<file path="src/rtl/seq_detector_param.sv">
// Serial pattern detector: pulses `out` when the last LEN enabled samples match a
// loadable pattern under a don't-care mask, and counts matches with saturation.
module seq_detector_param #(
   parameter int unsigned    LEN         = 4,
   parameter bit             OVERLAP     = 1'b1,
   parameter int unsigned    CNT_W       = 8,
   parameter logic [LEN-1:0] RST_PATTERN = LEN'(4'b1010)
) (
   input  logic             clk,
   input  logic             rst,
   input  logic             en,
   input  logic             in,
   input  logic             load,
   input  logic [LEN-1:0]   pattern,
   input  logic [LEN-1:0]   mask,
   input  logic             clr_cnt,
   output logic             out,
   output logic [CNT_W-1:0] count
);

   localparam int unsigned       FILL_W    = $clog2(LEN + 1);
   localparam logic [FILL_W-1:0] FILL_FULL = FILL_W'(LEN);

   logic [LEN-1:0]    pat_q,  pat_d;
   logic [LEN-1:0]    mask_q, mask_d;
   logic [LEN-1:0]    hist_q, hist_d;
   logic [FILL_W-1:0] fill_q, fill_d;
   logic              out_q,  out_d;
   logic [CNT_W-1:0]  count_q, count_d;

   logic [LEN-1:0]    hist_n;
   logic [FILL_W-1:0] fill_n;
   logic              match;

   // NOTE: every always_comb output gets a default first, so no path can leave it
   // unassigned and infer a latch.
   always_comb begin
      pat_d   = pat_q;
      mask_d  = mask_q;
      hist_d  = hist_q;
      fill_d  = fill_q;
      out_d   = 1'b0;
      count_d = count_q;

      hist_n = LEN'({hist_q, in});
      fill_n = (fill_q == FILL_FULL) ? FILL_FULL : fill_q + FILL_W'(1);
      match  = !load && en && (fill_n == FILL_FULL) &&
               (((hist_n ^ pat_q) & mask_q) == '0);

      if (load) begin
         pat_d  = pattern;
         mask_d = mask;
         hist_d = '0;
         fill_d = '0;
      end else if (en) begin
         hist_d = hist_n;
         out_d  = match;
         // Non-overlap mode restarts the history window after each hit.
         fill_d = (match && !OVERLAP) ? '0 : fill_n;
      end

      if (clr_cnt) begin
         count_d = '0;
      end else if (match && (count_q != '1)) begin
         count_d = count_q + CNT_W'(1);
      end
   end

   // NOTE: state registers use non-blocking assignments so every flop samples the
   // values from before the edge, independent of statement order.
   always_ff @(posedge clk or negedge rst) begin
      if (!rst) begin
         pat_q   <= RST_PATTERN;
         mask_q  <= '1;
         hist_q  <= '0;
         fill_q  <= '0;
         out_q   <= 1'b0;
         count_q <= '0;
      end else begin
         pat_q   <= pat_d;
         mask_q  <= mask_d;
         hist_q  <= hist_d;
         fill_q  <= fill_d;
         out_q   <= out_d;
         count_q <= count_d;
      end
   end

   assign out   = out_q;
   assign count = count_q;

endmodule

</file>
<file path="config.mk">
export PLATFORM = sky130hd
export DESIGN_NAME = seq_detector_param
export DESIGN_NICKNAME = d
export VERILOG_FILES = /design/src/rtl/seq_detector_param.sv
export SDC_FILE = /design/constraint.sdc
export NUM_CORES = 1
export LEC_CHECK = 0
export BUFFER_PORTS_ARGS = -buffer_cell sky130_fd_sc_hd__buf_2
export CORE_MARGIN = 1
export CORE_UTILIZATION = 53
export CTS_CLUSTER_DIAMETER = 80
export DETAILED_ROUTE_END_ITERATION = 8
export GPL_TIMING_DRIVEN = 0
export PLACE_DENSITY = 0.78
export SLEW_MARGIN = 15
export SYNTH_ARGS = -nofsm -noshare
export SYNTH_HDL_FRONTEND = slang
export SYNTH_SLANG_ARGS = --single-unit
</file>
<file path="constraint.sdc">
create_clock -name clk -period 2.1 [get_ports clk]
set_input_delay 0.21 -clock clk [delete_from_list [all_inputs] [get_ports clk]]
set_output_delay 0.21 -clock clk [all_outputs]
set_load 0.02 [all_outputs]
</file>
==> PnR_summary.wiki, run 1 <==
{| class="wikitable"
! Metric !! Value
|-
| Worst-case hold slack || 0.113 ns
|-
| Total power per unit cell area || 564 nW/µm²
|-
| Total standard cell area after synthesis || 1160 µm²
|-
| CP Class || reg2reg
|-
| Fin crit share || 97.2%
|-
| Hold Crit Class || in2reg
|-
| Outcome || completed
|-
| Worst slack, placed || -0.0789 ns
|-
| Clock tree from TritonCTS || done
|-
| Initial Utilization || 57.9%
|-
| Layout Skew || 0.0151 ns
|-
| Router iterations before antenna repair || 5
|-
| Wire length of the first global-routing pass || 4140 µm
|-
| Number of port buffers || 20
|-
| Via density || 5.68
|-
| Crit-path max FO || 4
|-
| Total number of clock tree sinks || 23
|-
| Standby leakage power || 0.672 nW
|-
| Top-level I/O count || 23
|-
| Pin count of the biggest net entering global routing || 24
|-
| Total congestion overflow after global routing || 0
|-
| Minimum clock period || 2.04 ns
|-
| Clock root buffer master || sky130_fd_sc_hd__clkbuf_4
|-
| Die Width || 48.8 µm
|-
| Vias after detailed routing || 926
|-
| Summed negative setup slack over all endpoints || 0 ns
|-
| Final cell utilization of the core || 70.9%
|-
| Area growth from synthesis to final layout || 22.4%
|-
| Final count of hold timing violations || 0
|-
| Final Max Slew Viols || 0
|-
| Clock insertion delay at the later pin of the skew report || 0.32 ns
|-
| Synthesized area per cell || 11.0 µm²
|-
| Count of unique library cells instantiated by Yosys || 33
|-
| Yosys reg bits || 23
|-
| DRC viols || 0
|-
| HPWL after DPL || 1680 µm
|-
| Max Fclk || 0.490 GHz
|-
| Final Worst Setup Slack || 0.0588 ns
|-
| Data required time of the worst path || 2.35 ns
|-
| Share of cells above drive strength 1 || 43.4%
|-
| CTS Buffer Depth || 2
|-
| Gp weighted congestion || 0.804
|-
| Antenna Violating Nets Remaining || 0
|-
| Inserted Diodes || 0
|-
| Number of buffers added by the clock tree synthesis step || 3
|-
| Yosys warnings || 0
|-
| Number of DRC markers after the initial detailed-route iteration || 26
|-
| Launching element type of the critical path || flip-flop
|-
| Sequential-to-total area share from yosys stat || 50.3%
|-
| Wire length per cell || 15.3 µm
|-
| Max-Slew Margin vs Limit || 65.8%
|-
| Reg clk slew, reported paths || 0.14 ns
|-
| GR Util All Layers || 22.9%
|-
| Number of rows in the core area || 16
|-
| Filler cell count in the final layout || 149
|-
| Worst voltage drop across the vdd grid || 0.488 mV
|-
| Die Footprint || 2380 µm²
|-
| Max-cap violation count || 0
|-
| Floorplan core area || 2000 µm²
|-
| Chip Height || 48.8 µm
|-
| H-tree Lvls || 1
|-
| Final-stage net count || 154
|-
| Post-Synthesis Cells || 105
|-
| Arrival time worst endpoint || 2.30 ns
|-
| Setup violations, final || 0
|-
| Transition at the pin with the smallest max-transition slack || 0.513 ns
|-
| Number of global-route vias before repair || 925
|-
| Initial antenna violation count || 0
|-
| Crit. End Element || flip-flop
|-
| Final routed wirelength across all metal layers || 2490 µm
|-
| Net count after synthesis || 122
|}
-- flip-flops by register name, indices dropped and copies added (netlist names) --
| signal | flops |
|---|---|
| count | 8 |
| hist_q | 3 |
| mask_q | 4 |
| out | 1 |
| fill_q | 3 |
| pat_q | 4 |
-- through the flow --
stage	area (µm²)	cells	total power, mW
after floorplan	1160	105	0.553
after global placement	1290	152	0.582
after detailed placement	1290	152	0.588
after CTS	1360	160	0.791
after global routing	1420	163	0.839
final	1420	163	0.801
-- path summary, 6_finish.rpt --
path / slack (ns) / to / cells past startpoint / from
min in group asynchronous: 0.37 / pat_q[2]$_DFFE_PN0P_ / 2 / rst
max in group asynchronous: 1.36 / out$_DFF_PN0_ / 2 / rst
hold reg to reg: 0.55 / pat_q[0]$_DFFE_PN0P_ / 1 / pat_q[0]$_DFFE_PN0P_
setup reg to reg: 0.06 / count[2]$_DFFE_PN0P_ / 8 / fill_q[0]$_DFFE_PN0P_
hold / removal: 0.11 / pat_q[2]$_DFFE_PN0P_ / 2 / pattern[2]
setup / recovery: 0.06 / count[2]$_DFFE_PN0P_ / 8 / fill_q[0]$_DFFE_PN0P_
-- critical path, cell delays in order (launching register included) --
cell and delay [ns]:
sky130_fd_sc_hd__dfrtp_1 0.43, sky130_fd_sc_hd__inv_2 0.10, sky130_fd_sc_hd__ha_4 0.15, sky130_fd_sc_hd__nand2_4 0.06
sky130_fd_sc_hd__a221oi_2 0.26, sky130_fd_sc_hd__nand4_2 0.21, sky130_fd_sc_hd__buf_6 0.18, sky130_fd_sc_hd__or3_2 0.47
sky130_fd_sc_hd__a21oi_2 0.15
-- what timing repair did --
action / in CTS / in global routing
setup endpoints to repair: 1 / 5
hold buffers: 1 / 0
pin swaps: 1 / 5
gates resized for setup: 1 / 12
gates cloned: 0 / 0
endpoints found under the hold margin: 17 / 0
buffers inserted: 3 / 3
-- cells by family (layout without fill, tap and decap cells) --
| group | after synthesis | in the layout | share of synthesized area, % |
|---|---|---|---|
| simple gates | 33 | 33 | 16.8 |
| flops | 23 | 23 | 50.3 |
| compound gates | 21 | 21 | 11.1 |
| mux | 12 | 12 | 11.3 |
| buf+inv | 8 | 39 | 3.45 |
| xor+xnor | 5 | 5 | 3.78 |
| fa+ha+maj | 3 | 3 | 3.24 |
-- power by group --
group / internal [mW] / total (mW) / leakage (nW) / switching [mW]
clock: 0.0727 / 0.208 / 0.0139 / 0.135
combinational: 0.0530 / 0.105 / 0.365 / 0.0518
sequential: 0.473 / 0.488 / 0.293 / 0.0158
total: 0.598 / 0.801 / 0.672 / 0.203
-- layout by cell type (no fill, tap or decap), types with 2 or more instances in the layout --
cell type and n:
sky130_fd_sc_hd__nand2b_1 3, sky130_fd_sc_hd__inv_2 3, sky130_fd_sc_hd__buf_4 4, sky130_fd_sc_hd__nor3_1 2, sky130_fd_sc_hd__dfrtp_1 17, sky130_fd_sc_hd__or3_2 2, sky130_fd_sc_hd__nand2_1 4, sky130_fd_sc_hd__nand3_1 4
sky130_fd_sc_hd__a21oi_2 2, sky130_fd_sc_hd__buf_2 20, sky130_fd_sc_hd__and4_1 2, sky130_fd_sc_hd__ha_1 2, sky130_fd_sc_hd__clkbuf_1 3, sky130_fd_sc_hd__and3_1 2, sky130_fd_sc_hd__dfstp_2 6, sky130_fd_sc_hd__mux2_2 9
sky130_fd_sc_hd__a21oi_1 8, sky130_fd_sc_hd__clkbuf_4 3, sky130_fd_sc_hd__buf_6 2, sky130_fd_sc_hd__nor2_1 6, sky130_fd_sc_hd__mux2i_1 3, sky130_fd_sc_hd__o21ai_0 4, sky130_fd_sc_hd__xor2_1 4
-- layer usage --
metal,track usage [%],routed length [µm],part of all wire (%)
met1,29.1,1050,42
met2,38.9,1290,52
met3,3.74,121,4.9
met4,8.82,34,1.4
met5,0,0,0
-- Yosys cell counts --
library cell / count / area share (%)
sky130_fd_sc_hd__o21ai_0: 5 / 2.2
sky130_fd_sc_hd__and4b_1: 1 / 0.86
sky130_fd_sc_hd__a221oi_2: 1 / 1.3
sky130_fd_sc_hd__inv_1: 4 / 1.3
sky130_fd_sc_hd__a31o_2: 1 / 0.76
sky130_fd_sc_hd__xor2_1: 4 / 3.0
sky130_fd_sc_hd__clkbuf_1: 3 / 0.97
sky130_fd_sc_hd__clkbuf_8: 1 / 1.2
sky130_fd_sc_hd__nor2_1: 6 / 1.9
sky130_fd_sc_hd__a21oi_1: 10 / 4.3
sky130_fd_sc_hd__ha_1: 3 / 3.2
sky130_fd_sc_hd__and3_1: 2 / 1.1
sky130_fd_sc_hd__or4_1: 1 / 0.65
sky130_fd_sc_hd__nor2b_1: 1 / 0.54
sky130_fd_sc_hd__xnor2_1: 1 / 0.76
sky130_fd_sc_hd__and4_1: 2 / 1.5
sky130_fd_sc_hd__nand4b_1: 1 / 0.76
sky130_fd_sc_hd__o41ai_1: 1 / 0.76
sky130_fd_sc_hd__dfrtp_1: 17 / 37
sky130_fd_sc_hd__nor3_1: 2 / 0.86
sky130_fd_sc_hd__mux2i_1: 3 / 2.6
sky130_fd_sc_hd__mux2_2: 9 / 8.7
sky130_fd_sc_hd__nand3_1: 4 / 1.7
sky130_fd_sc_hd__a31oi_1: 1 / 0.54
sky130_fd_sc_hd__nand4_2: 1 / 1.1
sky130_fd_sc_hd__and2_1: 1 / 0.54
sky130_fd_sc_hd__nor4b_1: 1 / 0.76
sky130_fd_sc_hd__nand2b_1: 3 / 1.6
sky130_fd_sc_hd__a211oi_1: 1 / 0.65
sky130_fd_sc_hd__or3_2: 2 / 1.3
sky130_fd_sc_hd__a22oi_1: 1 / 0.65
sky130_fd_sc_hd__nand2_1: 5 / 1.6
sky130_fd_sc_hd__dfstp_2: 6 / 14
-- final cells by class --
| cell class | count | area (µm²) | area share, % |
|---|---|---|---|
| Timing Repair Buffer | 27 | 163 | 11.5 |
| Sequential cell | 23 | 583 | 41.1 |
| Clock inverter | 1 | 7.51 | 0.529 |
| Inverter | 4 | 15.0 | 1.06 |
| Buffer | 4 | 25.0 | 1.76 |
| Clock buffer | 3 | 22.5 | 1.59 |
| Tap cell | 27 | 33.8 | 2.38 |
| Multi-Input combinational cell | 74 | 571 | 40.2 |
(Power assumes the default switching activity.)
==> run 2: changes to the inputs <==
--- a/config.mk
+++ b/config.mk
@@ -5,13 +5,13 @@
 export SDC_FILE = /design/constraint.sdc
 export NUM_CORES = 1
 export LEC_CHECK = 0
-export BUFFER_PORTS_ARGS = -buffer_cell sky130_fd_sc_hd__buf_2
+export BUFFER_PORTS_ARGS = -buffer_cell sky130_fd_sc_hd__buf_4
 export CORE_MARGIN = 1
 export CORE_UTILIZATION = 53
 export CTS_CLUSTER_DIAMETER = 80
 export DETAILED_ROUTE_END_ITERATION = 8
 export GPL_TIMING_DRIVEN = 0
-export PLACE_DENSITY = 0.78
+export PLACE_DENSITY = 0.79
 export SLEW_MARGIN = 15
 export SYNTH_ARGS = -nofsm -noshare
 export SYNTH_HDL_FRONTEND = slang
==> run 2 against run 1 <==
Against the previous run: sequential power about the same; count of clock-buffer cells in the layout is 1 higher; flip-flop and latch count did not move; die area is the same; critical path type unchanged; largest cell class unchanged; register-to-register slack better by 0.08 ns; combinational power about the same; core utilization grew 0.81 points; worst setup slack improved by 0.085 ns; critical path depth fell by 1; wire length is 14% lower.
==> PnR_summary.wiki, run 2 (synthesis gave the netlist of run 1 again) <==
{| class="wikitable"
! Metric !! Value
|-
| Final cell count without fillers || 161
|-
| Clock root buffer master || sky130_fd_sc_hd__clkbuf_4
|-
| Top-level I/O count || 23
|-
| Final routed wirelength across all metal layers || 2150 µm
|-
| CP Cell Sequence || inv_2, ha_4, nand2_2, a221oi_2, nand4_2, or4_1, a21oi_1
|-
| Data required time of the worst path || 2.34 ns
|-
| Max-Slew Margin vs Limit || 68.1%
|-
| HPWL after DPL || 1600 µm
|-
| Arrival time worst endpoint || 2.19 ns
|-
| Startpoint of the most critical register-to-register path || fill_q[0]$_DFFE_PN0P_
|-
| Critical Path Slowest Stage Cell || sky130_fd_sc_hd__or4_1
|-
| Minimum clock period || 1.96 ns
|-
| Wire length of the first global-routing pass || 3620 µm
|-
| Setup violations, final || 0
|-
| CTS Buffer Depth || 2
|-
| Transition at the pin with the smallest max-transition slack || 0.479 ns
|-
| Number of cells on the worst hold path || 2
|-
| Max reg flops || 8
|-
| Hold Crit Class || in2reg
|-
| CP Class || reg2reg
|-
| Final cell utilization of the core || 71.8%
|-
| Gate family responsible for the most delay along the worst path || simple AND/OR/NAND/NOR gates
|-
| Worst voltage drop across the vdd grid || 0.377 mV
|-
| Total power per unit cell area || 550 nW/µm²
|-
| Final-stage net count || 152
|-
| Global routing met2 resource utilization || 36.3%
|-
| Reg clk slew, reported paths || 0.12 ns
|-
| Number of global-route vias before repair || 869
|-
| Buf/Inv on CP || 1
|-
| Number of instances in the placed design || 152
|-
| Standby leakage power || 0.669 nW
|-
| Met1 routing resource usage after global routing || 22.9%
|-
| Number of rows in the core area || 16
|-
| Max-cap violation count || 0
|-
| Die Footprint || 2380 µm²
|-
| Area growth from synthesis to final layout || 23.8%
|-
| Initial antenna violation count || 0
|-
| Inserted Diodes || 0
|-
| Filler cell count in the final layout || 163
|-
| Global Route met3 Usage || 3.12%
|-
| Total congestion overflow after global routing || 0
|-
| Router iterations before antenna repair || 3
|-
| Antenna Violating Nets Remaining || 0
|-
| Via density || 5.46
|-
| Launching element type of the critical path || flip-flop
|-
| GR Util All Layers || 19.7%
|-
| Final Max Slew Viols || 0
|-
| Crit-path max FO || 6
|-
| Wire length per cell || 13.4 µm
|-
| Number of port buffers || 20
|-
| Logic depth of the worst register-to-register path || 7
|-
| Share of cells above drive strength 1 || 40.3%
|-
| Pin count of the biggest net entering global routing || 24
|-
| Destination of the worst register-to-register timing path || count[7]$_DFFE_PN0P_
|-
| Gp weighted congestion || 0.782
|-
| Layout Skew || 0.00551 ns
|-
| Clock tree from TritonCTS || done
|-
| Top Usage Layer GRT || met2
|-
| Floorplan core area || 2000 µm²
|-
| Slack of the worst reg-to-reg path || 0.14 ns
|-
| Worst hold path endpoint || pat_q[3]$_DFFE_PN1P_
|-
| Worst stage delay on the critical path || 0.52 ns
|-
| Number of buffers added by the clock tree synthesis step || 3
|-
| Total number of clock tree sinks || 23
|-
| Vias after detailed routing || 879
|-
| Overall power || 790 µW
|-
| Number of DRC markers after the initial detailed-route iteration || 8
|-
| Outcome || completed
|-
| Most common cell after layout, fill and taps aside || sky130_fd_sc_hd__buf_4
|-
| Chip Height || 48.8 µm
|-
| Start point of the critical path || fill_q[0]$_DFFE_PN0P_
|-
| Fin crit share || 93.2%
|-
| Initial Utilization || 57.9%
|-
| Unrepaired setup endpoints after global routing || false
|-
| Die Width || 48.8 µm
|-
| Startpoint of the most critical hold path || pattern[3]
|-
| DRC viols || 0
|-
| Final count of hold timing violations || 0
|-
| Highest-count cells in the layout ignoring fill and taps || sky130_fd_sc_hd__buf_4 (23), sky130_fd_sc_hd__dfrtp_1 (17), sky130_fd_sc_hd__a21oi_1 (10)
|-
| Crit. End Element || flip-flop
|-
| Clock insertion delay at the later pin of the skew report || 0.30 ns
|-
| Max Fclk || 0.511 GHz
|-
| H-tree Lvls || 1
|}
## run 2: worst max-delay path by stage
stage	cells after the start	endpoint
after floorplan	7	count[5]$_DFFE_PN0P_
after global placement	7	count[5]$_DFFE_PN0P_
after detailed placement	7	count[5]$_DFFE_PN0P_
after CTS	7	count[7]$_DFFE_PN0P_
after global routing	8	count[5]$_DFFE_PN0P_
final	7	count[7]$_DFFE_PN0P_
## run 2: repair_timing
action | CTS | global route
hold buffers | 1 | 0
endpoints found under the setup margin | 1 | 5
pin swaps | 1 | 3
setup buffers | 2 | 2
endpoints found under the hold margin | 17 | 0
gates cloned | 0 | 0
gates resized for setup | 1 | 8
## run 2: metal layers
| layer | part of all wire, % | up-vias |
|---|---|---|
| met5 | 0 | - |
| met4 | 0.56 | 0 |
| met3 | 3.2 | 2 |
| met2 | 53 | 16 |
| met1 | 44 | 426 |
| li1 | - | 435 |
## run 2: per-stage QoR
stage	instance area [µm²]	TNS, ns	hold WS, ns	setup WS (ns)
2_1_floorplan	1160	0	-0.0856	0.130
3_5_place_dp	1340	-0.106	0.118	-0.106
6_report	1440	0	0.135	0.144
5_1_grt	1440	0	0.115	0.0152
4_1_cts	1400	0	0.130	0.0322
3_3_place_gp	1340	-0.0486	0.115	-0.0486
## run 2: power breakdown
| part | switching (mW) | internal [mW] |
|---|---|---|
| registers | 0.0150 | 0.473 |
| clock network | 0.122 | 0.0739 |
| logic | 0.0479 | 0.0589 |
| total | 0.185 | 0.605 |
## run 2: worst register-to-register path, cell delays in order (launching register included)
cell and delay, ns:
sky130_fd_sc_hd__dfrtp_1 0.43, sky130_fd_sc_hd__inv_2 0.10, sky130_fd_sc_hd__ha_4 0.14, sky130_fd_sc_hd__nand2_2 0.07
sky130_fd_sc_hd__a221oi_2 0.26, sky130_fd_sc_hd__nand4_2 0.24, sky130_fd_sc_hd__or4_1 0.52, sky130_fd_sc_hd__a21oi_1 0.14
## run 2: layout make-up
class / count / area, µm² / area share (%)
clock buffers: 4 / 26.3 / 1.83
well taps: 27 / 33.8 / 2.35
plain buffers: 4 / 25.0 / 1.74
repair buffers: 25 / 194 / 13.5
multi-input cells: 74 / 559 / 38.9
flip-flops and latches: 23 / 583 / 40.6
inverters: 4 / 15.0 / 1.05
